$ cat src/rtl/lsu_pkg.sv
// Shared types and constants for the load/store unit: FSM states,
// RISC-V load/store funct3 encodings and the fixed data width.
package lsu_pkg;

  localparam int N_BIT = 32;

  localparam logic [2:0] F3_B  = 3'd0;
  localparam logic [2:0] F3_H  = 3'd1;
  localparam logic [2:0] F3_W  = 3'd2;
  localparam logic [2:0] F3_BU = 3'd4;
  localparam logic [2:0] F3_HU = 3'd5;

  typedef enum logic [2:0] {
    S_IDLE,
    S_RD,
    S_CAP,
    S_WR,
    S_RESP
  } state_t;

endpackage

$ cat src/rtl/lsu_align.sv
// Lane steering between a memory word and byte/halfword accesses:
// extracts and extends load data, and merges sub-word store data.
module lsu_align
  import lsu_pkg::*;
(
  input  logic [1:0]       offset,
  input  logic [2:0]       funct3,
  input  logic [N_BIT-1:0] mem_word,
  input  logic [N_BIT-1:0] store_data,
  output logic [N_BIT-1:0] load_data,
  output logic [N_BIT-1:0] merged_word
);

  logic [7:0]  byte_sel;
  logic [15:0] half_sel;

  always_comb begin
    byte_sel = mem_word[{offset, 3'b000} +: 8];
    half_sel = offset[1] ? mem_word[31:16] : mem_word[15:0];

    case (funct3)
      F3_B:    load_data = {{24{byte_sel[7]}}, byte_sel};
      F3_H:    load_data = {{16{half_sel[15]}}, half_sel};
      F3_W:    load_data = mem_word;
      F3_BU:   load_data = {24'b0, byte_sel};
      F3_HU:   load_data = {16'b0, half_sel};
      default: load_data = '0;
    endcase
  end

  // Memory has no byte enables, so sub-word stores rewrite the whole word
  always_comb begin
    merged_word = mem_word;
    case (funct3)
      F3_B: merged_word[{offset, 3'b000} +: 8] = store_data[7:0];
      F3_H: begin
        if (offset[1]) merged_word[31:16] = store_data[15:0];
        else           merged_word[15:0]  = store_data[15:0];
      end
      default: merged_word = store_data;
    endcase
  end

endmodule

$ cat src/rtl/load_store_unit.sv
// Converts byte-addressed RISC-V loads/stores into word accesses on a
// memory without byte enables, using read-modify-write for SB/SH.
module load_store_unit
  import lsu_pkg::*;
#(
  parameter int N_ADDR = 8
) (
  input  logic              Clk,
  input  logic              Rst,
  input  logic              req_valid,
  output logic              req_ready,
  input  logic              req_we,
  input  logic [2:0]        req_funct3,
  input  logic [31:0]       req_addr,
  input  logic [N_BIT-1:0]  req_wdata,
  output logic              resp_valid,
  output logic [N_BIT-1:0]  resp_rdata,
  output logic              resp_err,
  output logic [N_ADDR-1:0] mem_addr,
  output logic [N_BIT-1:0]  mem_wr_data,
  output logic              mem_write,
  output logic              mem_read,
  input  logic [N_BIT-1:0]  mem_rd_data
);

  state_t           state;
  logic             lat_we;
  logic [2:0]       lat_f3;
  logic [1:0]       lat_off;
  logic [N_BIT-1:0] lat_wdata;

  logic             addr_oob;
  logic             misaligned;
  logic             bad_f3;
  logic             req_err;
  logic [N_BIT-1:0] load_data;
  logic [N_BIT-1:0] merged_word;

  // Gated by Rst so the unit never advertises readiness while held in reset
  assign req_ready = Rst && (state == S_IDLE);

  always_comb begin
    addr_oob   = |req_addr[31:N_ADDR+2];
    misaligned = 1'b0;
    if (req_funct3 == F3_W)
      misaligned = (req_addr[1:0] != 2'b00);
    else if (req_funct3 == F3_H || req_funct3 == F3_HU)
      misaligned = req_addr[0];
    if (req_we)
      bad_f3 = (req_funct3 > F3_W);
    else
      bad_f3 = (req_funct3 == 3'd3) || (req_funct3[2:1] == 2'b11);
    req_err = addr_oob || misaligned || bad_f3;
  end

  lsu_align u_align (
    .offset      (lat_off),
    .funct3      (lat_f3),
    .mem_word    (mem_rd_data),
    .store_data  (lat_wdata),
    .load_data   (load_data),
    .merged_word (merged_word)
  );

  always_ff @(posedge Clk) begin
    if (!Rst) begin
      state       <= S_IDLE;
      resp_valid  <= 1'b0;
      resp_rdata  <= '0;
      resp_err    <= 1'b0;
      mem_read    <= 1'b0;
      mem_write   <= 1'b0;
      mem_addr    <= '0;
      mem_wr_data <= '0;
      lat_we      <= 1'b0;
      lat_f3      <= '0;
      lat_off     <= '0;
      lat_wdata   <= '0;
    end else begin
      case (state)
        S_IDLE: begin
          if (req_valid) begin
            lat_we     <= req_we;
            lat_f3     <= req_funct3;
            lat_off    <= req_addr[1:0];
            lat_wdata  <= req_wdata;
            mem_addr   <= req_addr[N_ADDR+1:2];
            resp_rdata <= '0;
            resp_err   <= 1'b0;
            if (req_err) begin
              resp_err   <= 1'b1;
              resp_valid <= 1'b1;
              state      <= S_RESP;
            end else if (!req_we || req_funct3 != F3_W) begin
              mem_read <= 1'b1;
              state    <= S_RD;
            end else begin
              mem_write   <= 1'b1;
              mem_wr_data <= req_wdata;
              state       <= S_WR;
            end
          end
        end
        S_RD: begin
          mem_read <= 1'b0;
          state    <= S_CAP;
        end
        S_CAP: begin
          if (lat_we) begin
            mem_wr_data <= merged_word;
            mem_write   <= 1'b1;
            state       <= S_WR;
          end else begin
            resp_rdata <= load_data;
            resp_valid <= 1'b1;
            state      <= S_RESP;
          end
        end
        S_WR: begin
          mem_write  <= 1'b0;
          resp_valid <= 1'b1;
          state      <= S_RESP;
        end
        S_RESP: begin
          resp_valid <= 1'b0;
          state      <= S_IDLE;
        end
        default: state <= S_IDLE;
      endcase
    end
  end

endmodule

$ cat config.mk
export PLATFORM = sky130hd
export DESIGN_NAME = load_store_unit
export DESIGN_NICKNAME = d
export VERILOG_FILES = /design/src/rtl/lsu_pkg.sv /design/src/rtl/lsu_align.sv /design/src/rtl/load_store_unit.sv
export SDC_FILE = /design/constraint.sdc
export NUM_CORES = 1
export LEC_CHECK = 0
export ABC_AREA = 0
export CAP_MARGIN = 20
export CORE_MARGIN = 3
export CORE_UTILIZATION = 45
export CTS_CLUSTER_SIZE = 40
export DETAILED_ROUTE_END_ITERATION = 10
export GPL_TIMING_DRIVEN = 0
export PLACE_DENSITY_LB_ADDON = 0.25
export REMOVE_ABC_BUFFERS = 1
export SETUP_SLACK_MARGIN = 0.15
export SKIP_LAST_GASP = 1
export SYNTH_ARGS = -nofsm -noshare
export SYNTH_HDL_FRONTEND = slang
export SYNTH_SLANG_ARGS = --single-unit
$ cat constraint.sdc
create_clock -name Clk -period 4.8 [get_ports Clk]
set_input_delay 1.2 -clock Clk [delete_from_list [all_inputs] [get_ports Clk]]
set_output_delay 1.2 -clock Clk [all_outputs]
set_load 0.02 [all_outputs]
# Word level (Yosys, flattened, before mapping)
# Cells that the tools add are included.
# totals
regBits	117
word_cells	95
inputBits	103
# op_classes
add_sub_neg	1
n_eq_ne	21
magnitude_cmp	1
shift	3
reduce_logical	21
n_mux	36
# ops
op	count
$mux W32	6
$pmux W32 S2	3
$pmux W32 S5	1
$mux W16	3
$bwmux W32	1
$shift A8 B7 Y32 const A	1
$shiftx A32 B6 Y8	1
$shiftx A8 B7 Y32	1
$reduce_or A22 Y1	1
$eq A3 B2 Y1 const B	5
$mux W1	14
$eq A3 B3 Y1 const B	4
$ne A2 B2 Y1 const B	6
$pmux W3 S4	1
$reduce_and A5 Y1	2
$eq A3 B1 Y1 const B	3
$mux W3	3
$reduce_and A4 Y1	2
$neg A5 Y7	1
$logic_not A3 Y1	2
$reduce_bool A2 Y1	3
$logic_or A1 B1 Y1	5
$pmux W1 S4	1
$reduce_bool A4 Y1	1
other kinds (12)	12

# Logic depth before layout (Yosys ltp)
# Gate-level depths: netlist of run 1.
# logic_depth
ltp_word	9
mapped_depth	10

# Hierarchy
# From an unflattened synthesis of run 1, not the netlist that was laid out.
# unflattened
cells_unflattened	866
area_unflattened_um2	7004.2
# modules_own_cells
mod	area_each_um2	n_inst	cells_per_inst
load_store_unit	5024.8	1	581
lsu_align	1979.4	1	285

# Least setup slack after synthesis of run 1
# No wires, ideal clock.
# synth_path
kind	input port to output port
startpoint	input port Rst
endpoint	output port req_ready
arrival_ns	1.961
cell_stages	3
slack_ns	1.639
n_path_buf	2
t_required_ns	3.600
cell_sequence	clkbuf_1 > clkbuf_1 > and2_1
# synth_between
elab_chain_len	1
# synth_rtl
element	line_no	source
start, declared	load_store_unit.sv:9	input logic Rst,
$logic_and A1 B1 Y1	load_store_unit.sv:40	assign req_ready = Rst && (state == S_IDLE);
end, declared	load_store_unit.sv:11	output logic req_ready,
# Every way passes these cells.

# Worst setup path after layout of run 1
# layout_path
startpoint	input port req_valid
endpoint	register resp_rdata[29]
# layout_between
elab_chain_len	2
# layout_rtl
element	line_no	source
start, declared	load_store_unit.sv:10	input logic req_valid,
$ne A2 B2 Y1 (no source line)	--	
$reduce_and A3 Y1 (no source line)	--	
end signal, assigned	load_store_unit.sv:114	resp_rdata <= load_data;
end, declared	load_store_unit.sv:17	output logic [N_BIT-1:0] resp_rdata,
# Every way passes these cells.
# A chain may end at the register's enable or synchronous reset.

==> run metrics, run 1 <==
iteration count of the initial detailed-routing pass=5; Comb power frac=14.8%; starting density of the core=47.0%; routed wire length=19,700 um; largest net degree at the start of global routing=81; max cap viols=0; Switch Pwr=638 uW; Vias=6,244; status=finished, final reports clean; Final HPWL DP=14,200 um; Int Pwr=1910 uW; CTS buffer count=17; Total GRT Usage=26.3%; Post-CTS Setup Bufs=0; synth-to-layout area growth=40.2%; CP endpoint kind=flop; Fin. Hold Viols=0; Final Total Pwr=2550 uW; row count=41; worst-path maximum fanout=16; Net count, final=965; Mapped Cells=712; CP Class=in -> reg; fillers=1,087; endpoints failing setup=0; Final Cycle Share=80.1%; Clock Tree Root=clkbuf_16; worst-case clock skew=0.00899 ns; ant diodes=0; routed len/inst=18.9 um; register area share after synthesis=38.7%; Sw Ratio=25.0%; 1st-iter DRT viols=395; die height=122 um; Hold Path Class=reg -> reg; CP startpoint kind=primary input; Rel. slew slack=24.8%; Fin Setup TNS=0 ns; min Tclk post-route=3.85 ns; post-layout util=65.9%; commonest non-fill, non-tap cell in the layout=clkdlybuf4s50_1; I/O pin total=180; Layout Cells excl Fill=1,038; Final Cell Area=0.00849 sq mm; IO Port Bufs=179; Placed Cells=1,008; Reg clk slew, reported paths=0.05 ns; PwrDens=301 mW/mm^2; Worst EP arrival=4.19 ns; Post-CTS Resized=0; Leak=0.00309 uW; post-synthesis cell type count=55; WP data required=5.15 ns; Clock power frac=44.5%; initial antenna violation count=0; Die X=122 um; layout cell share with drive strength beyond 1=7.62%; clk sink count=117; RSZ-0062 raised after global routing=false; most frequent cells in the layout=clkdlybuf4s50_1 (178), nand2_1 (154), dfxtp_1 (117), a21boi_0 (51), mux2i_1 (34); clock latency on the worst-skew pair=0.41 ns; DR DRC count=0; gr ovfl total=0; Slew @ Worst Pin=1.12 ns; die area=0.0149 sq mm; Yosys warning count=0; Seq pwr share=40.6%; Syn Area/Cell=8.50 sq um; post-synthesis register bit count=117; total number of H-tree levels=4; CTS Hold Bufs=0; placed cell area=0.00792 sq mm; Mapped Area=0.00605 sq mm; r2r setup slk=1.80 ns; Achievable Freq=260 MHz; worst vdd ir=0.204 mV; CORE AREA=0.0129 sq mm; Avg Vias per Cell=6.02; vias in the first global route=5,966; TritonCTS clock tree=done; first-pass GRT wire length=30,700 um; max-slew violations=0; remaining antenna violation count=0; Placer Congestion=0.917; Max clock buf depth=2
==> cells by family after synthesis <==
logic type | Yosys count | synth area share, %
AO/OA/AOI/OAI | 193 | 24.4
multiplexers | 48 | 8.60
adder cells (fa/ha/maj) | 5 | 1.03
flip-flops | 117 | 38.7
buffers and inverters | 68 | 4.63
AND/OR/NAND/NOR | 281 | 22.7
==> cells in the mapped netlist, drive strengths merged <==
cell type / number / share of area, %
ha: 5 / 1.0
nor3: 4 / 0.52
a21boi: 52 / 6.5
a221oi: 9 / 1.6
nand3b: 2 / 0.25
a22oi: 4 / 0.50
a32o: 1 / 0.17
mux2: 12 / 2.2
nor4: 6 / 0.62
nor2b: 3 / 0.31
or3: 17 / 1.8
nor2: 14 / 0.91
a221o: 32 / 5.3
inv: 6 / 0.37
mux2i: 34 / 5.6
o2111ai: 14 / 2.0
o211ai: 19 / 2.4
dfxtp: 117 / 39
nor4bb: 1 / 0.17
o21ai: 30 / 2.5
o31ai: 3 / 0.37
a21oi: 17 / 1.4
and2: 8 / 0.83
a31oi: 1 / 0.10
o2bb2ai: 2 / 0.29
o21a: 1 / 0.12
nand4: 26 / 2.7
mux4: 2 / 0.74
nand2b: 4 / 0.41
nand2: 156 / 9.8
nor4b: 4 / 0.68
a211o: 1 / 0.14
and3b: 2 / 0.29
or3b: 2 / 0.29
o211a: 1 / 0.17
a211oi: 3 / 0.45
clkbuf: 46 / 2.9
a2bb2oi: 1 / 0.14
buf: 16 / 1.4
or4b: 1 / 0.17
or2: 2 / 0.21
nor3b: 9 / 1.1
nand3: 20 / 1.7
a31o: 2 / 0.29
==> power by group through the flow <==
stage	Clock, uW	Sequential (uW)	Combinational [uW]
floorplan	0	1070	154
global placement	0	1060	357
detailed placement	0	1060	366
CTS	1150	1040	368
global route	1200	1040	406
finish	1140	1040	379
==> area by class of cell <==
cell class                      count  area, sq um  area share [%]
Clock buffer                       24          512            6.03
Clock inverter                      4         22.5           0.265
Inverter                            6         22.5           0.265
Multi-Input combinational cell    527         3440            40.5
Sequential cell                   117         2340            27.6
Tap cell                          172          215            2.54
Timing Repair Buffer              188         1930            22.8
==> per-stage QoR <==
stage	hold slack [ns]	setup slack [ns]
final	0.456	0.954
after global routing	0.478	0.817
after CTS	0.459	1.00
after detailed placement	0.446	0.572
after global placement	0.439	-1.70
after floorplan	0.439	0.392
==> worst max-delay path, cell delays in order <==
cell and delay [ns]:
clkdlybuf4s50_1 0.54, or4b_2 0.87, a221oi_4 0.50, nand2_4 0.17, nor2_2 0.63, a221o_1 0.27
==> layer usage <==
metal	vias to the layer above	global-route usage (%)	share of wire, %
met3	36	6.08	7.3
li1	2924	-	-
met5	-	0	0
met2	287	44.3	49
met1	2997	32.8	42
met4	0	10.2	2.3
==> worst paths after layout <==
path / from / endpoint / cells past startpoint
setup / recovery: req_valid / resp_rdata[29]$_SDFFE_PN0P_ / 6
hold / removal: resp_rdata[13]$_SDFFE_PN0P_ / resp_rdata[13]$_SDFFE_PN0P_ / 2
setup reg to reg: state[0]$_SDFFE_PN0N_ / resp_rdata[29]$_SDFFE_PN0P_ / 5
hold reg to reg: resp_rdata[13]$_SDFFE_PN0P_ / resp_rdata[13]$_SDFFE_PN0P_ / 2
==> registers in the layout, summed over array words and instances (netlist names) <==
name and cells:
resp_err 1, lat_f3 3, mem_write 1, state 3, lat_wdata 32, lat_off 2, resp_valid 1, mem_addr 8
mem_wr_data 32, resp_rdata 32, mem_read 1, lat_we 1
Note: power is estimated with default switching activity, not from simulation.
==> run 2, diff against run 1 <==
Clock period 4.8 ns to 3.7 ns, I/O delays scaled along.
==> run 2 against run 1 <==
  * Non-clock buffer count is 2 higher
  * Clock skew about the same
  * Wire length shrank 0.23%
  * Hold slack hardly changed
  * Clock-buffer cell count is the same
  * Via count about the same
  * Largest cell class unchanged
  * Global-route usage unchanged
  * Combinational power grew 30%
  * Sequential share of layout area down 0.11 points
  * Final area grew 0.38%
==> run metrics, run 2 (synthesis results as in run 1) <==
Placed Cells=1,008 (unchanged); largest net degree at the start of global routing=81 (unchanged); Vias=6,246 (was 6,244); Worst EP arrival=3.67 ns (was 4.19 ns); CP Class=in -> reg (unchanged); CORE AREA=0.0129 sq mm (unchanged); layout cell share with drive strength beyond 1=7.83% (was 7.62%); delay-heaviest family, CP=simple AND/OR/NAND/NOR gates (unchanged); most frequent cells in the layout=clkdlybuf4s50_1 (178), nand2_1 (154), dfxtp_1 (117), a21boi_0 (51), mux2i_1 (34) (unchanged); total number of H-tree levels=4 (unchanged); Crit path largest cell delay=0.87 ns (about the same); Fin Setup TNS=0 ns (unchanged); Clock Tree Root=clkbuf_16 (unchanged); Final HPWL DP=14,200 um (unchanged); WP buf/inv=1 (unchanged); Largest regs=lat_wdata (32), mem_wr_data (32), resp_rdata (32) (unchanged); max-slew violations=0 (unchanged); Die X=122 um (unchanged); pre-CTS WS=-0.253 ns (was 0.572 ns); endpoints failing setup=0 (unchanged); ant diodes=0 (unchanged); remaining antenna violation count=0 (unchanged); row count=41 (unchanged); Net count, final=967 (was 965); Placer Congestion=0.917 (unchanged); min Tclk post-route=3.32 ns; DR DRC count=0 (unchanged); Layout Cells excl Fill=1,040 (was 1,038); commonest non-fill, non-tap cell in the layout=clkdlybuf4s50_1 (unchanged); CP endpoint kind=flop (unchanged); Hold Path Class=reg -> reg (unchanged); first-pass GRT wire length=30,700 um (unchanged); routed len/inst=18.9 um (about the same); TritonCTS clock tree=done (unchanged); Fin. Hold Viols=0 (unchanged); gr ovfl total=0 (unchanged); critical path's slowest cell=or4b_2 (unchanged); Slew @ Worst Pin=1.05 ns (was 1.12 ns); post-layout util=66.2% (was 65.9%); PwrDens=389 mW/mm^2 (was 301 mW/mm^2); status=finished, final reports clean (unchanged); I/O pin total=180 (unchanged); Avg Vias per Cell=6.01 (was 6.02); vias in the first global route=5,966 (unchanged); CTS Hold Bufs=0 (unchanged); fillers=1,079 (was 1,087); 1st-iter DRT viols=454 (was 395); die area=0.0149 sq mm (unchanged); iteration count of the initial detailed-routing pass=6 (was 5); Achievable Freq=301 MHz; Total GRT Usage=26.3% (unchanged); final setup margin=0.378 ns (was 0.954 ns); CP cell instances=clkdlybuf4s50_1 > or4b_2 > a221oi_4 > nand2_4 > nor2_4 > a221o_1 (was clkdlybuf4s50_1 > or4b_2 > a221oi_4 > nand2_4 > nor2_2 > a221o_1); worst-path maximum fanout=16 (unchanged); worst vdd ir=0.265 mV (was 0.204 mV); worst-case clock skew=0.00859 ns (was 0.00899 ns); starting density of the core=47.0% (unchanged); max cap viols=0 (unchanged); IO Port Bufs=179 (unchanged); routed wire length=19,600 um (was 19,700 um); Max clock buf depth=2 (unchanged); synth-to-layout area growth=40.8% (was 40.2%); RSZ-0062 raised after global routing=false (unchanged); initial antenna violation count=0 (unchanged); die height=122 um (unchanged); WP data required=4.05 ns (was 5.15 ns); Rel. slew slack=29.1% (was 24.8%); Reg clk slew, reported paths=0.05 ns (about the same); Leak=0.00311 uW (was 0.00309 uW); Final Cycle Share=89.8%; clk sink count=117 (unchanged); CTS buffer count=17 (unchanged); clock latency on the worst-skew pair=0.41 ns (about the same); CP startpoint kind=primary input (unchanged)
==> run 2: changes by cell type in the layout (fill, tap and decap cells not counted) <==
cell    delta
nor2_2     -1
buf_4      +1
nor2_4     +1
buf_12     +1
==> run 2: routing by layer <==
layer | wire, um | global-route usage [%]
met5 | 0 | 0
met4 | 494 | 10.2
met3 | 1420 | 6.08
met2 | 9630 | 44.3
met1 | 8070 | 32.8
==> run 2: cell type report <==
| cell class | instances | area (sq um) | area share (%) |
|---|---|---|---|
| multi-input combinational | 527 | 3440 | 40.4 |
| sequential | 117 | 2340 | 27.5 |
| timing repair buffer | 190 | 1960 | 23.0 |
| clock buffer | 24 | 512 | 6.01 |
| tap | 172 | 215 | 2.53 |
| clock inverter | 4 | 22.5 | 0.264 |
| inverter | 6 | 22.5 | 0.264 |
==> run 2: report_power, final <==
group	leakage [uW]	internal (uW)	switching, uW	total [uW]
clock network	0.000266	941	532	1470
registers	0.000952	1300	41.6	1350
logic	0.00189	237	254	491
==> run 2: worst paths after layout <==
check | to | slack [ns] | cells after the start | startpoint
setup reg to reg | resp_rdata[29]$_SDFFE_PN0P_ | 0.84 | 4 | state[2]$_SDFFE_PN0N_
setup / recovery | resp_rdata[29]$_SDFFE_PN0P_ | 0.38 | 6 | req_valid
hold reg to reg | mem_wr_data[14]$_SDFFE_PN0P_ | 0.46 | 2 | mem_wr_data[14]$_SDFFE_PN0P_
hold / removal | mem_wr_data[14]$_SDFFE_PN0P_ | 0.46 | 2 | mem_wr_data[14]$_SDFFE_PN0P_
==> run 2: what timing repair did <==
item,CTS,global route
resized for setup,0,1
buffers inserted,0,2
setup endpoints to repair,0,16
==> run 2: through the flow <==
step                      cell area, sq um  total power, uW  hold WS, ns
after floorplan                       5790             1580        0.439
after global placement                7800             1830        0.439
after detailed placement              7920             1850        0.446
after CTS                             8450             3320        0.459
after global routing                  8520             3430        0.478
final                                 8520             3310        0.456
==> run 2: worst min-delay path, cell delays in order, from the launching register on <==
cell and delay [ns]:
dfxtp_1 0.30, nand2_1 0.05, mux2i_1 0.05
==> run 3, diff against run 2 <==
Settings changed: CAP_MARGIN 20 to default.
==> run 3 against run 2 <==
  * Global-route usage up 0.27 points
  * First-iteration DRC count grew 14%
  * Die area stayed put
  * Register-to-register slack got worse by 0.07 ns
  * Sequential share of layout area is 0.14 points higher
  * Clock skew decreased by 0.0025 ns
  * Wire length is 1.1% higher
  * Combinational power is 2% lower
  * Critical path type unchanged
  * Maximum frequency down 0.76%
  * Highest routed layer unchanged
==> run metrics, run 3 (synthesis results as in run 1) <==
status=finished, final reports clean (unchanged); Clock Tree Root=clkbuf_16 (unchanged); Layout Cells excl Fill=1,037 (was 1,040); I/O pin total=180 (unchanged); endpoints failing setup=0 (unchanged); worst vdd ir=0.264 mV (was 0.265 mV); commonest non-fill, non-tap cell in the layout=clkdlybuf4s50_1 (unchanged); WP data required=4.05 ns (about the same); PwrDens=390 mW/mm^2 (was 389 mW/mm^2); Die X=122 um (unchanged); clk sink count=117 (unchanged); Total GRT Usage=26.6% (was 26.3%); TritonCTS clock tree=done (unchanged); CTS buffer count=17 (unchanged); layout cell share with drive strength beyond 1=7.63% (was 7.83%); Placed Cells=1,008 (unchanged); Vias=6,220 (was 6,246); final setup margin=0.353 ns (was 0.378 ns); Max clock buf depth=2 (unchanged); Min Hold Slack=0.458 ns (was 0.456 ns); Avg Vias per Cell=6.00 (was 6.01); synth-to-layout area growth=40.1% (was 40.8%); starting density of the core=47.0% (unchanged); iteration count of the initial detailed-routing pass=5 (was 6); CORE AREA=0.0129 sq mm (unchanged); Fin. Hold Viols=0 (unchanged); Reg clk slew, reported paths=0.05 ns (about the same); row count=41 (unchanged); max cap viols=0 (unchanged); RSZ-0062 raised after global routing=false (unchanged); Rel. slew slack=25.5% (was 29.1%); Fin Setup TNS=0 ns (unchanged); pre-CTS WS=-0.248 ns (was -0.253 ns); Largest regs=lat_wdata (32), mem_wr_data (32), resp_rdata (32) (unchanged); most frequent cells in the layout=clkdlybuf4s50_1 (178), nand2_1 (154), dfxtp_1 (116), a21boi_0 (51), mux2i_1 (34) (was clkdlybuf4s50_1 (178), nand2_1 (154), dfxtp_1 (117), a21boi_0 (51), mux2i_1 (34)); first-pass GRT wire length=31,000 um (was 30,700 um); Worst EP arrival=3.69 ns (was 3.67 ns); routed wire length=19,800 um (was 19,600 um); max-slew violations=0 (unchanged); ant diodes=0 (unchanged); die area=0.0149 sq mm (unchanged); vias in the first global route=6,024 (was 5,966); CP endpoint kind=flop (unchanged); die height=122 um (unchanged); CP startpoint kind=primary input (unchanged); met1 Use GR=33.3% (was 32.8%); min Tclk post-route=3.35 ns (was 3.32 ns); IO Port Bufs=179 (unchanged); Hold Path Class=reg -> reg (unchanged); Slew @ Worst Pin=1.11 ns (was 1.05 ns); met3 Use GR=5.48% (was 6.08%); GRT Max-Usage Layer=met2 (unchanged); total number of H-tree levels=4 (unchanged); post-layout util=65.9% (was 66.2%); remaining antenna violation count=0 (unchanged); worst-path maximum fanout=16 (unchanged); Final Cycle Share=90.5% (was 89.8%); worst-case clock skew=0.00611 ns (was 0.00859 ns); gr ovfl total=0 (unchanged); Placer Congestion=0.917 (unchanged); Achievable Freq=299 MHz (was 301 MHz); Leak=0.00309 uW (was 0.00311 uW); initial antenna violation count=0 (unchanged); largest net degree at the start of global routing=81 (unchanged); met2 global-route usage=44.3% (unchanged); CP Class=in -> reg (unchanged); CTS Hold Bufs=0 (unchanged); Net count, final=964 (was 967); Final HPWL DP=14,200 um (about the same); 1st-iter DRT viols=519 (was 454); DR DRC count=0 (unchanged); clock latency on the worst-skew pair=0.41 ns (about the same); routed len/inst=19.1 um (was 18.9 um)
## run 3: cell types whose count changed in the layout (fill, tap and decap cells not counted), sizes merged
cell | before | now
buf | 12 | 9
## run 3: routing by layer
| layer | vias to the layer above | share of wire, % | wire (um) |
|---|---|---|---|
| met1 | 2955 | 42 | 8240 |
| met3 | 53 | 7.0 | 1380 |
| li1 | 2921 | - | - |
| met4 | 0 | 3.4 | 673 |
| met2 | 291 | 48 | 9540 |
| met5 | - | 0 | 0 |
## run 3: power by group
part | internal, uW | switching, uW | leakage (uW)
Combinational | 233 | 250 | 0.00187
Sequential | 1300 | 46.7 | 0.000953
Clock | 941 | 528 | 0.000266
Total | 2480 | 825 | 0.00309
## run 3: area by class of cell
type | instances | area [sq um]
Fill cell | 1076 | 4400
Clock buffer | 24 | 512
Sequential cell | 117 | 2340
Timing Repair Buffer | 187 | 1920
Clock inverter | 4 | 22.5
Tap cell | 172 | 215
Multi-Input combinational cell | 527 | 3440
Inverter | 6 | 22.5
## run 3: per-stage QoR
stage | power (uW) | cell area (sq um)
finish | 3300 | 8480
global route | 3430 | 8480
detailed placement | 1850 | 7920
floorplan | 1580 | 5790
CTS | 3310 | 8450
global placement | 1830 | 7800
## run 3: worst paths after layout
check / from / endpoint / slack (ns) / depth (start not counted)
max: req_valid / resp_rdata[29]$_SDFFE_PN0P_ / 0.35 / 6
min: mem_wr_data[14]$_SDFFE_PN0P_ / mem_wr_data[14]$_SDFFE_PN0P_ / 0.46 / 2
max reg2reg: lat_off[1]$_SDFFE_PN0P_ / mem_wr_data[22]$_SDFFE_PN0P_ / 0.77 / 7
min reg2reg: mem_wr_data[14]$_SDFFE_PN0P_ / mem_wr_data[14]$_SDFFE_PN0P_ / 0.46 / 2
## run 3: critical path: stages
cell and delay (ns):
clkdlybuf4s50_1 0.54, or4b_2 0.88, a221oi_4 0.50, nand2_4 0.18, nor2_4 0.41, a221o_1 0.24
## run 3: what timing repair did
action,CTS,global route
setup buffers,0,1
resized for setup,0,2
setup endpoints to repair,0,24
